## src/rtl/mdu_pkg.sv

```systemverilog
// Shared definitions for the multiply/divide sequencer.
//   mduState_t  : sequencer states (idle, Booth multiply, restoring divide,
//                 sign fix-up, completion)
//   MDU_ITER    : number of iteration steps per operation
//   MDU_CNT_W   : width of the iteration counter (must hold MDU_ITER)
package mdu_pkg;

  typedef enum logic [2:0] {
    MDU_IDLE,
    MDU_MULT,
    MDU_DIV,
    MDU_FIX,
    MDU_DONE
  } mduState_t;

  localparam int MDU_ITER  = 32;
  localparam int MDU_CNT_W = 6;

endpackage

```

## src/rtl/mdu_div_step.sv

```systemverilog
// One combinational restoring-division step on unsigned magnitudes.
// The top module feeds this back through its registers once per cycle.
//   remIn    : partial remainder so far (always < divisor)
//   quoIn    : dividend bits still to be consumed (MSB first), with the
//              quotient bits produced so far filling in from the LSB
//   divisor  : unsigned divisor magnitude
//   remOut   : next partial remainder
//   quoOut   : quoIn shifted left by one with the new quotient bit appended
module mdu_div_step #(
  parameter int WIDTH = 32
) (
  input  logic [WIDTH-1:0] remIn,
  input  logic [WIDTH-1:0] quoIn,
  input  logic [WIDTH-1:0] divisor,
  output logic [WIDTH-1:0] remOut,
  output logic [WIDTH-1:0] quoOut
);

  logic [WIDTH:0] shifted;
  logic [WIDTH:0] trial;
  logic           quoBit;

  // Shift the next dividend bit into the remainder and try subtracting the
  // divisor. One extra bit keeps the trial result's sign visible: a set MSB
  // means the subtraction went negative, so the shifted value is restored.
  always_comb begin
    shifted = {remIn, quoIn[WIDTH-1]};
    trial   = shifted - {1'b0, divisor};
    quoBit  = ~trial[WIDTH];
    if (quoBit) begin
      remOut = trial[WIDTH-1:0];
    end else begin
      remOut = shifted[WIDTH-1:0];
    end
    quoOut = {quoIn[WIDTH-2:0], quoBit};
  end

endmodule

```

## src/rtl/mult_div_seq.sv

```systemverilog
// Multicycle signed multiply/divide sequencer owning the HI/LO result path.
// A start pulse in IDLE latches the operands; multiply runs radix-2 Booth,
// divide runs restoring division on magnitudes followed by a sign fix-up.
//   clock, reset          : rising-edge clock, synchronous active-high reset
//   start_mult, start_div : one-cycle start pulses (multiply has priority)
//   op_a, op_b            : multiplicand/dividend and multiplier/divisor
//   busy                  : high from the cycle after the start through DONE
//   done                  : one-cycle completion pulse
//   div_zero              : divisor was zero; held until the next start
//   hi, lo                : product high/low, or remainder/quotient
module mult_div_seq
  import mdu_pkg::*;
#(
  parameter int WIDTH = 32
) (
  input  logic             clock,
  input  logic             reset,
  input  logic             start_mult,
  input  logic             start_div,
  input  logic [WIDTH-1:0] op_a,
  input  logic [WIDTH-1:0] op_b,
  output logic             busy,
  output logic             done,
  output logic             div_zero,
  output logic [WIDTH-1:0] hi,
  output logic [WIDTH-1:0] lo
);

  mduState_t            state;
  logic [MDU_CNT_W-1:0] count;
  // accReg is the Booth accumulator during multiply and the partial
  // remainder during divide. It carries one guard bit so that subtracting a
  // multiplicand of -2^(WIDTH-1) cannot overflow the accumulator.
  logic [WIDTH:0]       accReg;
  logic [WIDTH-1:0]     qReg;
  logic                 qPrev;
  logic [WIDTH-1:0]     operandM;
  logic                 signA;
  logic                 signB;

  logic [WIDTH:0]       mExt;
  logic [WIDTH:0]       boothSum;
  logic [WIDTH-1:0]     remNext;
  logic [WIDTH-1:0]     quoNext;

  function automatic logic [WIDTH-1:0] absVal(input logic [WIDTH-1:0] v);
    return v[WIDTH-1] ? -v : v;
  endfunction

  // Booth recoding of the pair {Q[0], q-1}: 01 adds the multiplicand,
  // 10 subtracts it, 00/11 leave the accumulator alone.
  always_comb begin
    mExt = {operandM[WIDTH-1], operandM};
    case ({qReg[0], qPrev})
      2'b01:   boothSum = accReg + mExt;
      2'b10:   boothSum = accReg - mExt;
      default: boothSum = accReg;
    endcase
  end

  mdu_div_step #(.WIDTH(WIDTH)) divStep (
    .remIn   (accReg[WIDTH-1:0]),
    .quoIn   (qReg),
    .divisor (operandM),
    .remOut  (remNext),
    .quoOut  (quoNext)
  );

  // Sequencer. Both MULT and DIV spend one extra cycle after the last step
  // (count reaching MDU_ITER) so that done lands 33 cycles after a multiply
  // start and 34 after a divide start. A zero divisor enters DONE with done
  // still low and raises it on the following cycle, so that path also
  // reports one cycle after the start. hi/lo are written only at
  // completion, so partial results never appear on the outputs.
  always_ff @(posedge clock) begin
    if (reset) begin
      state    <= MDU_IDLE;
      count    <= '0;
      accReg   <= '0;
      qReg     <= '0;
      qPrev    <= 1'b0;
      operandM <= '0;
      signA    <= 1'b0;
      signB    <= 1'b0;
      busy     <= 1'b0;
      done     <= 1'b0;
      div_zero <= 1'b0;
      hi       <= '0;
      lo       <= '0;
    end else begin
      case (state)
        MDU_IDLE: begin
          done <= 1'b0;
          if (start_mult) begin
            operandM <= op_a;
            qReg     <= op_b;
            accReg   <= '0;
            qPrev    <= 1'b0;
            count    <= '0;
            div_zero <= 1'b0;
            busy     <= 1'b1;
            state    <= MDU_MULT;
          end else if (start_div) begin
            div_zero <= 1'b0;
            busy     <= 1'b1;
            count    <= '0;
            if (op_b == '0) begin
              state <= MDU_DONE;
            end else begin
              signA    <= op_a[WIDTH-1];
              signB    <= op_b[WIDTH-1];
              qReg     <= absVal(op_a);
              operandM <= absVal(op_b);
              accReg   <= '0;
              state    <= MDU_DIV;
            end
          end
        end

        MDU_MULT: begin
          if (count == MDU_CNT_W'(MDU_ITER)) begin
            hi    <= accReg[WIDTH-1:0];
            lo    <= qReg;
            done  <= 1'b1;
            state <= MDU_DONE;
          end else begin
            accReg <= {boothSum[WIDTH], boothSum[WIDTH:1]};
            qReg   <= {boothSum[0], qReg[WIDTH-1:1]};
            qPrev  <= qReg[0];
            count  <= count + MDU_CNT_W'(1);
          end
        end

        MDU_DIV: begin
          if (count == MDU_CNT_W'(MDU_ITER)) begin
            state <= MDU_FIX;
          end else begin
            accReg <= {1'b0, remNext};
            qReg   <= quoNext;
            count  <= count + MDU_CNT_W'(1);
          end
        end

        // Quotient is negative when the operand signs differ; the remainder
        // follows the dividend's sign (truncating division).
        MDU_FIX: begin
          lo    <= (signA ^ signB) ? -qReg : qReg;
          hi    <= signA ? -accReg[WIDTH-1:0] : accReg[WIDTH-1:0];
          done  <= 1'b1;
          state <= MDU_DONE;
        end

        MDU_DONE: begin
          if (done) begin
            done  <= 1'b0;
            busy  <= 1'b0;
            state <= MDU_IDLE;
          end else begin
            done     <= 1'b1;
            div_zero <= 1'b1;
          end
        end

        default: begin
          busy  <= 1'b0;
          done  <= 1'b0;
          state <= MDU_IDLE;
        end
      endcase
    end
  end

endmodule

```

## config.mk

```make
export PLATFORM = sky130hd
export DESIGN_NAME = mult_div_seq
export DESIGN_NICKNAME = d
export VERILOG_FILES = /design/src/rtl/mdu_pkg.sv /design/src/rtl/mdu_div_step.sv /design/src/rtl/mult_div_seq.sv
export SDC_FILE = /design/constraint.sdc
export NUM_CORES = 1
export LEC_CHECK = 0
export CAP_MARGIN = 20
export CORE_ASPECT_RATIO = 1.1
export CORE_MARGIN = 4
export CORE_UTILIZATION = 40
export CTS_CLUSTER_SIZE = 16
export DETAILED_ROUTE_END_ITERATION = 10
export GPL_ROUTABILITY_DRIVEN = 0
export SYNTH_ARGS = -nofsm -noshare
export SYNTH_HDL_FRONTEND = slang
export SYNTH_HIERARCHICAL = 1
export SYNTH_SLANG_ARGS = --single-unit
```

## constraint.sdc

```tcl
create_clock -name clock -period 3.8 [get_ports clock]
set_input_delay 0.38 -clock clock [delete_from_list [all_inputs] [get_ports clock]]
set_output_delay 0.38 -clock clock [all_outputs]
set_load 0.005 [all_outputs]
```

; ---- After elaboration in Yosys (flattened, before gate mapping)
; Index checks and enable logic that the tools add are counted.
[totals]
word_cells = 115
in_bits = 68
ff_bits = 176
out_inout_bits = 67
[op_classes]
n_eq_ne = 18
addsub = 8
n_reduce_logical = 20
bitwise = 6
mux = 50
[ops]
columns = operator, count
row1 = 32-bit two-way mux, 15
row2 = 33-bit two-way mux, 5
row3 = 32-bit negator, 4
row4 = 32-bit case mux with 2 select lines, 2
row5 = 33-bit case mux with 3 select lines, 1
row6 = 32-bit case mux with 3 select lines, 1
row7 = 33-bit case mux with 2 select lines, 1
row8 = 33-bit adder, 1
row9 = 33-bit by 32-bit subtractor with 33-bit output, 1
row10 = 33-bit subtractor, 1
row11 = 32-bit zero test, 1
row12 = 3-bit two-way mux, 6
row13 = 6-bit two-way mux, 3
row14 = "2-bit != test, second input constant", 9
row15 = 3-bit case mux with 5 select lines, 1
row16 = 3-bit AND reduction, 5
row17 = 6-bit case mux with 2 select lines, 1
row18 = 1-bit two-way mux, 10
row19 = 2-bit nonzero test, 5
row20 = 4-bit AND reduction, 2
row21 = "6-bit by 1-bit adder with 6-bit output, second input constant", 1
row22 = "3-bit by 2-bit equality test with 1-bit output, second input constant", 2
row23 = "6-bit equality test, second input constant", 1
row24 = "3-bit != test, second input constant", 2
row25 = 15 further kinds, 21

; ---- Longest topological paths before layout
; Gate-level depths: netlist (run 1).
[logic_depth]
word_depth = 6
mapped_depth = 18
mapped_depth_nobuf = 16

; ---- Modules after synthesis
; Netlist (run 1), hierarchy kept.
[modules_own_cells]
columns = mod, seq_area_each_um2, area_each_um2, n_inst, cells_each
row1 = mult_div_seq, 3523.4, 12899.9, 1, 1724
row2 = mdu_div_step, 0.0, 2598.7, 1, 337

; ---- Least setup slack after synthesis (run 1)
; OpenSTA, ideal clock, no wires.
[synth_path]
kind = register -> register
start = register operandM[2]
end = register accReg[31]
synth_period_minus_slack_ps = 4144
n_path_buf = 1
stages_incl_launch_ff = 18
arrival_time_ps = 4069
required_time_ps = 3725
setup_time_ps = 75
slack_ps = -344
path_cell_list = dfxtp_1 -> or4_1 -> nor4_1 -> nor2b_1 -> nand3_1 -> nor3_1 -> a21oi_1 -> xnor2_1 -> ha_1 -> clkbuf_1 -> a21oi_1 -> o21ai_0 -> nand3b_1 -> o22ai_1 -> a21o_1 -> o41a_1 -> a211o_1 -> a31oi_1
[synth_via]
elab_chain_cells = 4
word_cells_on_any_way = 8
classes_between = 3 x add/sub / 5 x mux
[synth_rtl]
columns = element, line
row1 = "start, declared", mult_div_seq.sv:37  ; logic [WIDTH-1:0] operandM;
row2 = "start signal, assigned", mult_div_seq.sv:95  ; operandM <= op_a;
row3 = "start signal, assigned", mult_div_seq.sv:113  ; operandM <= absVal(op_b);
row4 = "33-bit subtractor, or another cell as far along", mult_div_seq.sv:56  ; 2'b10: boothSum = accReg - mExt;
row5 = 33-bit case mux with 2 select lines or 32-bit two-way mux (tied branches), "mult_div_seq.sv:54, mdu_div_step.sv:30"
row6 = "33-bit two-way mux, on equally long branches", "mult_div_seq.sv:121, mult_div_seq.sv:135"
row7 = 33-bit case mux with 3 select lines (*), mult_div_seq.sv:91  ; case (state)
row8 = "end signal, assigned", mult_div_seq.sv:127  ; accReg <= {boothSum[WIDTH], boothSum[WIDTH:1]};
row9 = "end signal, assigned", mult_div_seq.sv:138  ; accReg <= {1'b0, remNext};
row10 = "end, declared", mult_div_seq.sv:34  ; logic [WIDTH:0] accReg;
; Every way passes the cells marked *; elsewhere a longest branch is shown, timed or not. The select of a mux whose other input is x is not followed.
; A chain may end at the register's enable or synchronous reset.

; ---- Worst setup path after layout (run 1)
[layout_path]
start = register operandM[2]
end = register accReg[30]
; Same word-level chain as after synthesis.

==> run metrics, run 1 <==
status complete, but fails checks; failing checks setup timing; Area Overhead vs Synth 25.2%; Cell Area, Placed 0.0183 mm2; ys flop type dfxtp_1; Crit path max-delay family simple AND/OR/NAND/NOR gates; Crit path depth 18; synthesis-stage register bit count 176; Core Area 0.0382 mm2; WP buf/inv 4; drt pass-1 iters 6; Yosys cell types 95; CP max stage delay 0.57 ns; Synth Area in Simple Gates 20.4%; Ports 135; Worst-path clk slew 0.08 ns; Post-synth EDFFs 0; met3 WL post-DR 2710 um; Hold WC Path Type in2reg; DRT met1 WL 23,500 um; synthesized area 0.0155 mm2; drt drc 0; R2R cell count 18; area share of fa/ha/maj cells after synthesis 6.07%; pin count of the biggest net entering global routing 113; Critical Path RT 4.20 ns; Synth Area in Compound Gates 28.6%; f_max 0.250 GHz; Final Max Tran Viols 0; Antenna Nets Post-Route 0; worst rel slew slack 36.1%; clk_lat worst skew 0.46 ns; main combinational cell family by area after synthesis compound AO/OA/AOI/OAI gates; met2 WL 27,100 um; sequential area share after synthesis 22.7%; Setup crit start kind flop; CTS Buffer Depth 2; Setup violations, final 12; P_leak 0.00748 uW; CTS tree done; post-layout util 50.8%; clk_skew 0.0191 ns; actual slew at the worst max-slew pin 0.958 ns; Via-to-Cell Ratio 5.88; grt ovf 0; CP Capture Type flop; final WL 55,900 um; Clock Sinks 176; vias 16,370; mux contribution to synthesized area 3.71%; antenna fix cells 0; Warnings, synthesis 6; worst-path fanout max 4; Crit Path Class reg2reg; Die Span X 196 um; syn_area_per_cell 7.52 um2; Post-Syn Instances 2,061; Std-Cell Rows 75; max-cap check violation count 0; DRT iter0 DRCs 1,438; Post-Place Cells 2,733; unrepaired setup endpoints after global routing yes; Synth Area in XOR/XNOR 10.8%; vias in the first global route 15,624; CTS Buf Count 17; Final Non-Filler Cells 2,782; Async SR Flop Fraction 0%; Crit-path slowest cell or4_4; CP cell instances or4_4 > nor4_4 > nor2b_4 > buf_4 > buf_6 > a21oi_2 > xnor2_2 > ha_1 > buf_4 > nand4_1 > nor2_1 > a211o_1 > or3_4 > o211ai_1 > buf_4 > a21oi_1 > or3_1 > nand3_1; Max VDD drop 0.615 mV; antenna violations before repair 0; Initial Util 40.6%; final hold violation count 0; syn nets 2,203; Root Driver clkbuf_16; dpl ws -0.339 ns; fin area 0.0194 mm2; CP dominant cell by count buf_4; min cycle time layout 3.99 ns; detailed-route wire length per cell 20.1 um; Die Area 0.0420 mm2; CTS H-Tree Depth 4; dpl hpwl 42,600 um; Die H 214 um; DR top layer met4; cell count of the worst hold path 3; input/output buffers 134; Layout Nets 2,411; crit path DAT 4.40 ns; fraction of layout cells with a size suffix above 1 17.1%; global-route wire length before repair 85,900 um; worst setup margin -0.194 ns; all-layer global routing usage 25.2%; Power per Cell Area 972 mW/mm2; Final Cycle Share 105%
==> state kept, by name, indices dropped and copies added (netlist names) <==
| name | cells |
|---|---|
| hi | 32 |
| qReg | 32 |
| qPrev | 1 |
| signA | 1 |
| lo | 32 |
| busy | 1 |
| accReg | 33 |
| done | 1 |
| div_zero | 1 |
| signB | 1 |
| state | 3 |
| count | 6 |
| operandM | 32 |
==> final timing paths <==
check          endpoint   startpoint  slack (ns)
min reg2reg       hi[0]        hi[0]        0.46
min            state[0]   start_mult        0.40
max          accReg[30]  operandM[2]       -0.19
max reg2reg  accReg[30]  operandM[2]       -0.19
==> placed cells by master (no fill, tap or decap), types with 9 or more instances in the layout <==
cell / n
o31ai_1: 33
xnor2_1: 104
dfxtp_1: 171
nor2b_1: 10
a221o_1: 17
nor4_1: 17
clkbuf_16: 17
or4_1: 10
o41ai_1: 9
nand3_1: 34
o21a_1: 12
mux2i_1: 20
a21oi_2: 27
or3_1: 19
o21bai_1: 9
nand4_1: 20
nand2b_1: 13
and3_1: 15
nor2_1: 217
ha_1: 71
a211oi_1: 89
mux2_4: 19
a21oi_1: 136
nand2_1: 199
a21o_1: 30
a222oi_1: 9
clkdlybuf4s50_1: 132
nor3_1: 58
inv_1: 79
o211ai_1: 14
o21ai_0: 113
a22oi_1: 11
a31oi_1: 25
xor2_1: 83
a221oi_1: 28
buf_4: 205
==> layer usage <==
| metal | track usage, % | up-vias |
|---|---|---|
| li1 | - | 7904 |
| met1 | 31.3 | 7828 |
| met2 | 43.6 | 509 |
| met3 | 3.52 | 129 |
| met4 | 10.5 | 0 |
| met5 | 0 | - |
==> through the flow <==
stage | setup TNS, ns | total power, uW | hold WS (ns)
4_1_cts | -0.866 | 18100 | 0.369
3_3_place_gp | -1.73 | 15700 | 0.451
6_report | -1.32 | 18900 | 0.395
3_5_place_dp | -2.41 | 15900 | 0.454
5_1_grt | -4.04 | 20100 | 0.393
2_1_floorplan | 0 | 11800 | 0.448
==> synthesized netlist by cell type (25+ instances only) <==
master    instances  area [um2]
a21oi_1         150         751
xor2_1           83         727
nor3_1           63         315
nand2_1         202         758
o21ai_0         124         621
dfxtp_1         176        3520
a21o_1           30         225
nand3_1          35         175
buf_4            37         278
inv_1            79         297
ha_1             72         901
xnor2_1         108         946
a31oi_1          25         156
a211oi_1         92         691
a221oi_1         30         263
clkbuf_1        100         375
nor2_1          221         830
o31ai_1          36         270
==> logic make-up (layout without fill, tap and decap cells) <==
| family | count (synthesis) | in the layout |
|---|---|---|
| AO/OA/AOI/OAI | 652 | 652 |
| XOR/XNOR | 191 | 191 |
| adder cells (fa/ha/maj) | 74 | 74 |
| buffers and inverters | 243 | 464 |
| flip-flops | 176 | 176 |
| multiplexers | 46 | 46 |
| AND/OR/NAND/NOR | 679 | 679 |
==> cell type report <==
cell class              count  area [um2]
repair buffers            352        3100
inverters                  80         308
clock buffers              20         447
well taps                 500         626
fillers                  3628       18800
flip-flops and latches    176        3530
clock inverters            12         195
multi-input cells        1642       11200
==> worst min-delay path: stages <==
cell	delay, ns
buf_4	0.18
o211ai_1	0.10
a21oi_1	0.13
==> power breakdown <==
group          switching [uW]  total (uW)  internal (uW)
Sequential                601        2920           2320
Combinational            7530       14000           6440
Clock                     831        1970           1140
Total                    8970       18900           9900
==> timing repair <==
| action | CTS | global route |
|---|---|---|
| setup endpoints to repair | 14 | 29 |
| pin swaps | 14 | 46 |
| gates resized for setup | 20 | 74 |
| endpoints found under the hold margin | 0 | 0 |
| hold buffers | 0 | 0 |
| setup buffers | 8 | 11 |
Note: power is estimated with default switching activity, not from simulation.
==> run 2: changes to the inputs <==
- REMOVE_ABC_BUFFERS: default -> 1
- SETUP_SLACK_MARGIN: default -> 0.05
==> run metrics, run 2 (same netlist as run 1, synthesis figures left out) <==
Via-to-Cell Ratio 5.83 (-0.96%); Die Span X 196 um (unchanged); Die Area 0.0420 mm2 (unchanged); worst-path fanout max 6 (+2); Fillers 3,676 (+1.3%); Setup crit start kind flop; worst setup margin -0.237 ns (-0.0424 ns); global-route wire length before repair 81,700 um (-4.9%); Area Overhead vs Synth 26.0%; fraction of layout cells with a size suffix above 1 17.8% (+0.68 points); Hold Crit Endpoint state[0]; grt ovf 0 (unchanged); drt drc 0 (unchanged); largest reg by FF count accReg; drt pass-1 iters 8 (+2); antenna violations before repair 0 (unchanged); unrepaired setup endpoints after global routing yes; Clock Sinks 176 (unchanged); all-layer global routing usage 23.6% (-1.6 points); Std-Cell Rows 75 (unchanged); Hold WC Path Type in2reg; R2R cell count 17 (-1); post-layout util 51.1% (+0.35 points); min cycle time layout 4.04 ns (+0.0424 ns); P_leak 0.00753 uW (+0.68%); detailed-route wire length per cell 18.7 um (-6.7%); CTS tree done; Critical Path RT 4.18 ns (-0.02 ns); leading cell type in the layout, fill and taps excluded nor2_1; CTS H-Tree Depth 4 (unchanged); Worst R2R Setup Slack -0.24 ns (-0.04 ns); status complete, but fails checks; actual slew at the worst max-slew pin 0.984 ns (+0.0252 ns); Worst-path clk slew 0.07 ns (about the same); vias 16,231 (-0.85%); Layout Nets 2,415 (+0.17%); failing checks setup timing; final WL 52,100 um (-6.6%); most frequent cells in the layout nor2_1 (218), nand2_1 (200), buf_4 (198); CTS Buf Count 17 (unchanged); max reg flops 33 (unchanged); vias in the first global route 15,411 (-1.4%); Core Area 0.0382 mm2 (unchanged); Cell Area, Placed 0.0182 mm2 (-0.17%); total power 18,800 uW (-0.18%); Final Max Tran Viols 0 (unchanged); crit path DAT 4.42 ns (+0.02 ns); Final Cycle Share 106% (+1.1 points); clk_skew 0.0166 ns (-0.00249 ns); Antenna Nets Post-Route 0 (unchanged); final hold violation count 0 (unchanged); Max VDD drop 0.506 mV (-18%); Power per Cell Area 964 mW/mm2 (-0.87%); dpl hpwl 38,600 um (-9.5%); DRT iter0 DRCs 1,557 (+8.3%); max-cap check violation count 0 (unchanged); antenna fix cells 0 (unchanged); CTS Buffer Depth 2 (unchanged); Ports 135 (unchanged); cell count of the worst hold path 3 (unchanged); r2r endpoint accReg[31]; Root Driver clkbuf_16; clk_lat worst skew 0.46 ns (about the same); Setup TNS -1.93 ns (-0.615 ns); Critical R2R Launch operandM[5]; Setup violations, final 19 (+7); input/output buffers 134 (unchanged); hold_sp start_mult; Crit Path Class reg2reg; dpl ws -0.428 ns (-0.0892 ns); Die H 214 um (unchanged); Initial Util 40.6% (unchanged); pin count of the biggest net entering global routing 111 (-1.8%); CP Capture Type flop; f_max 0.248 GHz (-1.0%); fin area 0.0195 mm2 (+0.69%); worst rel slew slack 34.4% (-1.7 points)
==> run 2: cell type report <==
cell class              instances  area (um2)  share of cell area, %
multi-input cells            1642       11300                   57.9
flip-flops and latches        176        3530                   18.1
repair buffers                354        3160                   16.2
well taps                     500         626                   3.20
clock buffers                  20         437                   2.24
inverters                      80         313                   1.60
clock inverters                11         134                  0.685
repair inverters                2        20.0                  0.102
==> run 2: how the worst max path moves through the flow <==
stage	slack (ns)	to	from
4_1_cts	-0.20	accReg[30]	operandM[5]
6_report	-0.24	accReg[31]	operandM[5]
5_1_grt	-0.39	accReg[31]	operandM[5]
3_5_place_dp	-0.43	accReg[31]	operandM[2]
2_1_floorplan	-2.49	qReg[25]	state[1]
3_3_place_gp	-0.32	accReg[30]	operandM[2]
==> run 2: report_power, final <==
part | internal [uW] | switching [uW] | total (uW)
Clock | 975 | 837 | 1810
Combinational | 6590 | 7560 | 14200
Sequential | 2330 | 540 | 2870
Total | 9890 | 8940 | 18800
==> run 2: timing repair <==
item	4_1_cts	5_1_grt
resized for setup	48	86
endpoints found under the hold margin	0	0
endpoints found under the setup margin	27	29
hold buffers	0	0
pin swaps	46	57
cloned	1	1
buffers inserted	9	12
==> run 2: critical path: stages, from the launching register on <==
cell and delay [ns]:
dfxtp_2 0.32, or4_4 0.56, buf_6 0.14, nor4b_4 0.31, and3_4 0.28, nor2b_4 0.14
nor2_2 0.04, xnor2_1 0.13, ha_1 0.32, and2_4 0.16, nand4_1 0.12, o211ai_1 0.23
buf_4 0.16, a2111oi_2 0.03, a21o_1 0.22, o41a_1 0.34, a211o_1 0.28, a31oi_1 0.17
==> run 2: metrics by stage <==
stage	std cells	hold slack (ns)
after floorplan	1898	0.442
final	2785	0.406
after CTS	2774	0.390
after detailed placement	2733	0.445
after global placement	2733	0.444
after global routing	2785	0.459
==> run 2: layer usage <==
metal | up-vias | share of wire (%) | GRT usage (%)
met3 | 88 | 5.5 | 3.11
met1 | 7659 | 43 | 30.6
met5 | - | 0 | 0
met2 | 563 | 48 | 39.6
met4 | 0 | 3.3 | 9.33
li1 | 7921 | - | -
==> run 3: changes to the inputs <==
- SKIP_LAST_GASP: default -> 1
==> run metrics, run 3 (same netlist as run 1, synthesis figures left out) <==
final hold violation count 0 (unchanged); Die H 214 um (unchanged); CTS Hold Bufs 0 (unchanged); Clock power frac 9.6% (about the same); dpl hpwl 38,600 um (unchanged); grt ovf 0 (unchanged); Critical Path RT 4.18 ns (about the same); failing checks DRC, setup timing; leading cell type in the layout, fill and taps excluded nor2_1; worst rel slew slack 34.4% (about the same); Root Driver clkbuf_16; most frequent cells in the layout nor2_1 (218), nand2_1 (201), buf_4 (199); CTS tree done; pin count of the biggest net entering global routing 111 (unchanged); Post-Place Cells 2,733 (unchanged); Reg power frac 15.1% (about the same); Initial Util 40.6% (unchanged); Ports 135 (unchanged); status complete, but fails checks; global-route wire length before repair 81,700 um (unchanged); Die Span X 196 um (unchanged); Final Max Tran Viols 0 (unchanged); r2r endpoint accReg[31]; input/output buffers 134 (unchanged); Final Non-Filler Cells 2,788 (+0.11%); Layout Nets 2,418 (+0.12%); Max VDD drop 0.513 mV (+1.2%); worst setup margin -0.244 ns (-0.00750 ns); clk_skew 0.0141 ns (-0.00254 ns); Area Overhead vs Synth 26.3%; actual slew at the worst max-slew pin 0.984 ns (-0.0000642 ns); hold_sp start_mult; largest reg by FF count accReg; antenna fix cells 0 (unchanged); Internal Power 9950 uW (+0.59%); cell count of the worst hold path 3 (unchanged); vias in the first global route 15,411 (unchanged); Hold Crit Endpoint state[0]; Crit Path Class reg2reg; max-cap check violation count 0 (unchanged); Psw 8990 uW (+0.52%); Critical R2R Launch operandM[5]; Hold WC Path Type in2reg; unrepaired setup endpoints after global routing yes; Worst-path clk slew 0.07 ns (about the same); CTS Buffer Depth 2 (unchanged); max reg flops 33 (unchanged); Worst R2R Setup Slack -0.24 ns (about the same); Sw Share 47.5% (about the same); Setup violations, final 19 (unchanged); Die Area 0.0420 mm2 (unchanged); final WL 52,200 um (+0.12%); Power per Cell Area 968 mW/mm2 (+0.38%); vias 16,197 (-0.21%); logic gate share of total power 75.3% (about the same); all-layer global routing usage 23.6% (unchanged); f_max 0.247 GHz (-0.19%); antenna violations before repair 0 (unchanged); Core Area 0.0382 mm2 (unchanged); min cycle time layout 4.04 ns (+0.00750 ns); drt pass-1 iters 9 (+1); post-layout util 51.2% (+0.088 points); P_leak 0.00754 uW (+0.17%); Clock Sinks 176 (unchanged); WHS 0.411 ns (+0.00548 ns); CTS Buf Count 17 (unchanged); detailed-route wire length per cell 18.7 um (about the same); CTS H-Tree Depth 4 (unchanged); Final Cycle Share 106% (+0.20 points); Std-Cell Rows 75 (unchanged); Via-to-Cell Ratio 5.81 (-0.32%); clk_lat worst skew 0.46 ns (about the same); fraction of layout cells with a size suffix above 1 17.8% (+0.020 points); total power 18,900 uW (+0.56%); R2R cell count 17 (unchanged); Antenna Nets Post-Route 0 (unchanged); worst-path fanout max 6 (unchanged); crit path DAT 4.42 ns (about the same); CP Capture Type flop; Setup crit start kind flop; drt drc 1 (+1); DRT iter0 DRCs 1,430 (-8.2%)
run 3: how the worst max path moves through the flow:
stage	from	end	slack, ns
after floorplan	state[1]	qReg[25]	-2.49
final	operandM[5]	accReg[31]	-0.24
after global routing	operandM[5]	accReg[31]	-0.40
after CTS	operandM[5]	accReg[30]	-0.20
after detailed placement	operandM[2]	accReg[31]	-0.43
after global placement	operandM[2]	accReg[30]	-0.32
run 3: through the flow:
step / setup TNS [ns] / setup slack, ns / instance area (um2)
finish: -1.97 / -0.244 / 19600
global route: -6.56 / -0.400 / 19600
CTS: -1.22 / -0.197 / 19100
detailed placement: -5.42 / -0.428 / 18200
global placement: -3.84 / -0.315 / 18200
floorplan: -212.08 / -2.49 / 14600
run 3: worst max-delay path, cell delays in order, from the launching register on:
cell       delay [ns]
dfxtp_2          0.32
or4_4            0.56
buf_6            0.14
nor4b_4          0.31
and3_4           0.28
nor2b_4          0.14
nor2_2           0.04
xnor2_1          0.13
ha_1             0.32
and2_4           0.16
nand4_1          0.11
o211ai_1         0.24
buf_4            0.16
a2111oi_2        0.03
a21o_1           0.22
o41a_1           0.34
a211o_1          0.28
a31oi_1          0.17
run 3: layout make-up:
type | count | area, um2
fillers | 3684 | 18600
clock inverters | 11 | 134
inverters | 80 | 313
flip-flops and latches | 176 | 3530
repair buffers | 357 | 3190
repair inverters | 2 | 25.0
multi-input cells | 1642 | 11300
clock buffers | 20 | 437
well taps | 500 | 626
run 3: power groups by stage:
stage	Combinational, uW	Sequential (uW)	Clock [uW]
6_report	14300	2860	1820
5_1_grt	15400	2940	1920
4_1_cts	13200	2850	1850
3_5_place_dp	12700	2870	0
3_3_place_gp	12500	2860	0
2_1_floorplan	8140	2880	0
run 3: layer usage:
metal  vias to the layer above  part of all wire, %  wire length (um)  global-route usage, %
met5                         -                    0                 0                      0
met4                         0                  3.4              1790                   9.33
met3                        92                  5.7              2960                   3.11
met2                       526                   48             24900                   39.6
met1                      7652                   43             22500                   30.6
li1                       7927                    -                 -                      -
run 3: timing repair:
item	CTS	global route
cloned	1	1
gates resized for setup	46	89
buffers inserted	9	15
setup endpoints to repair	27	29
pin swaps	45	67
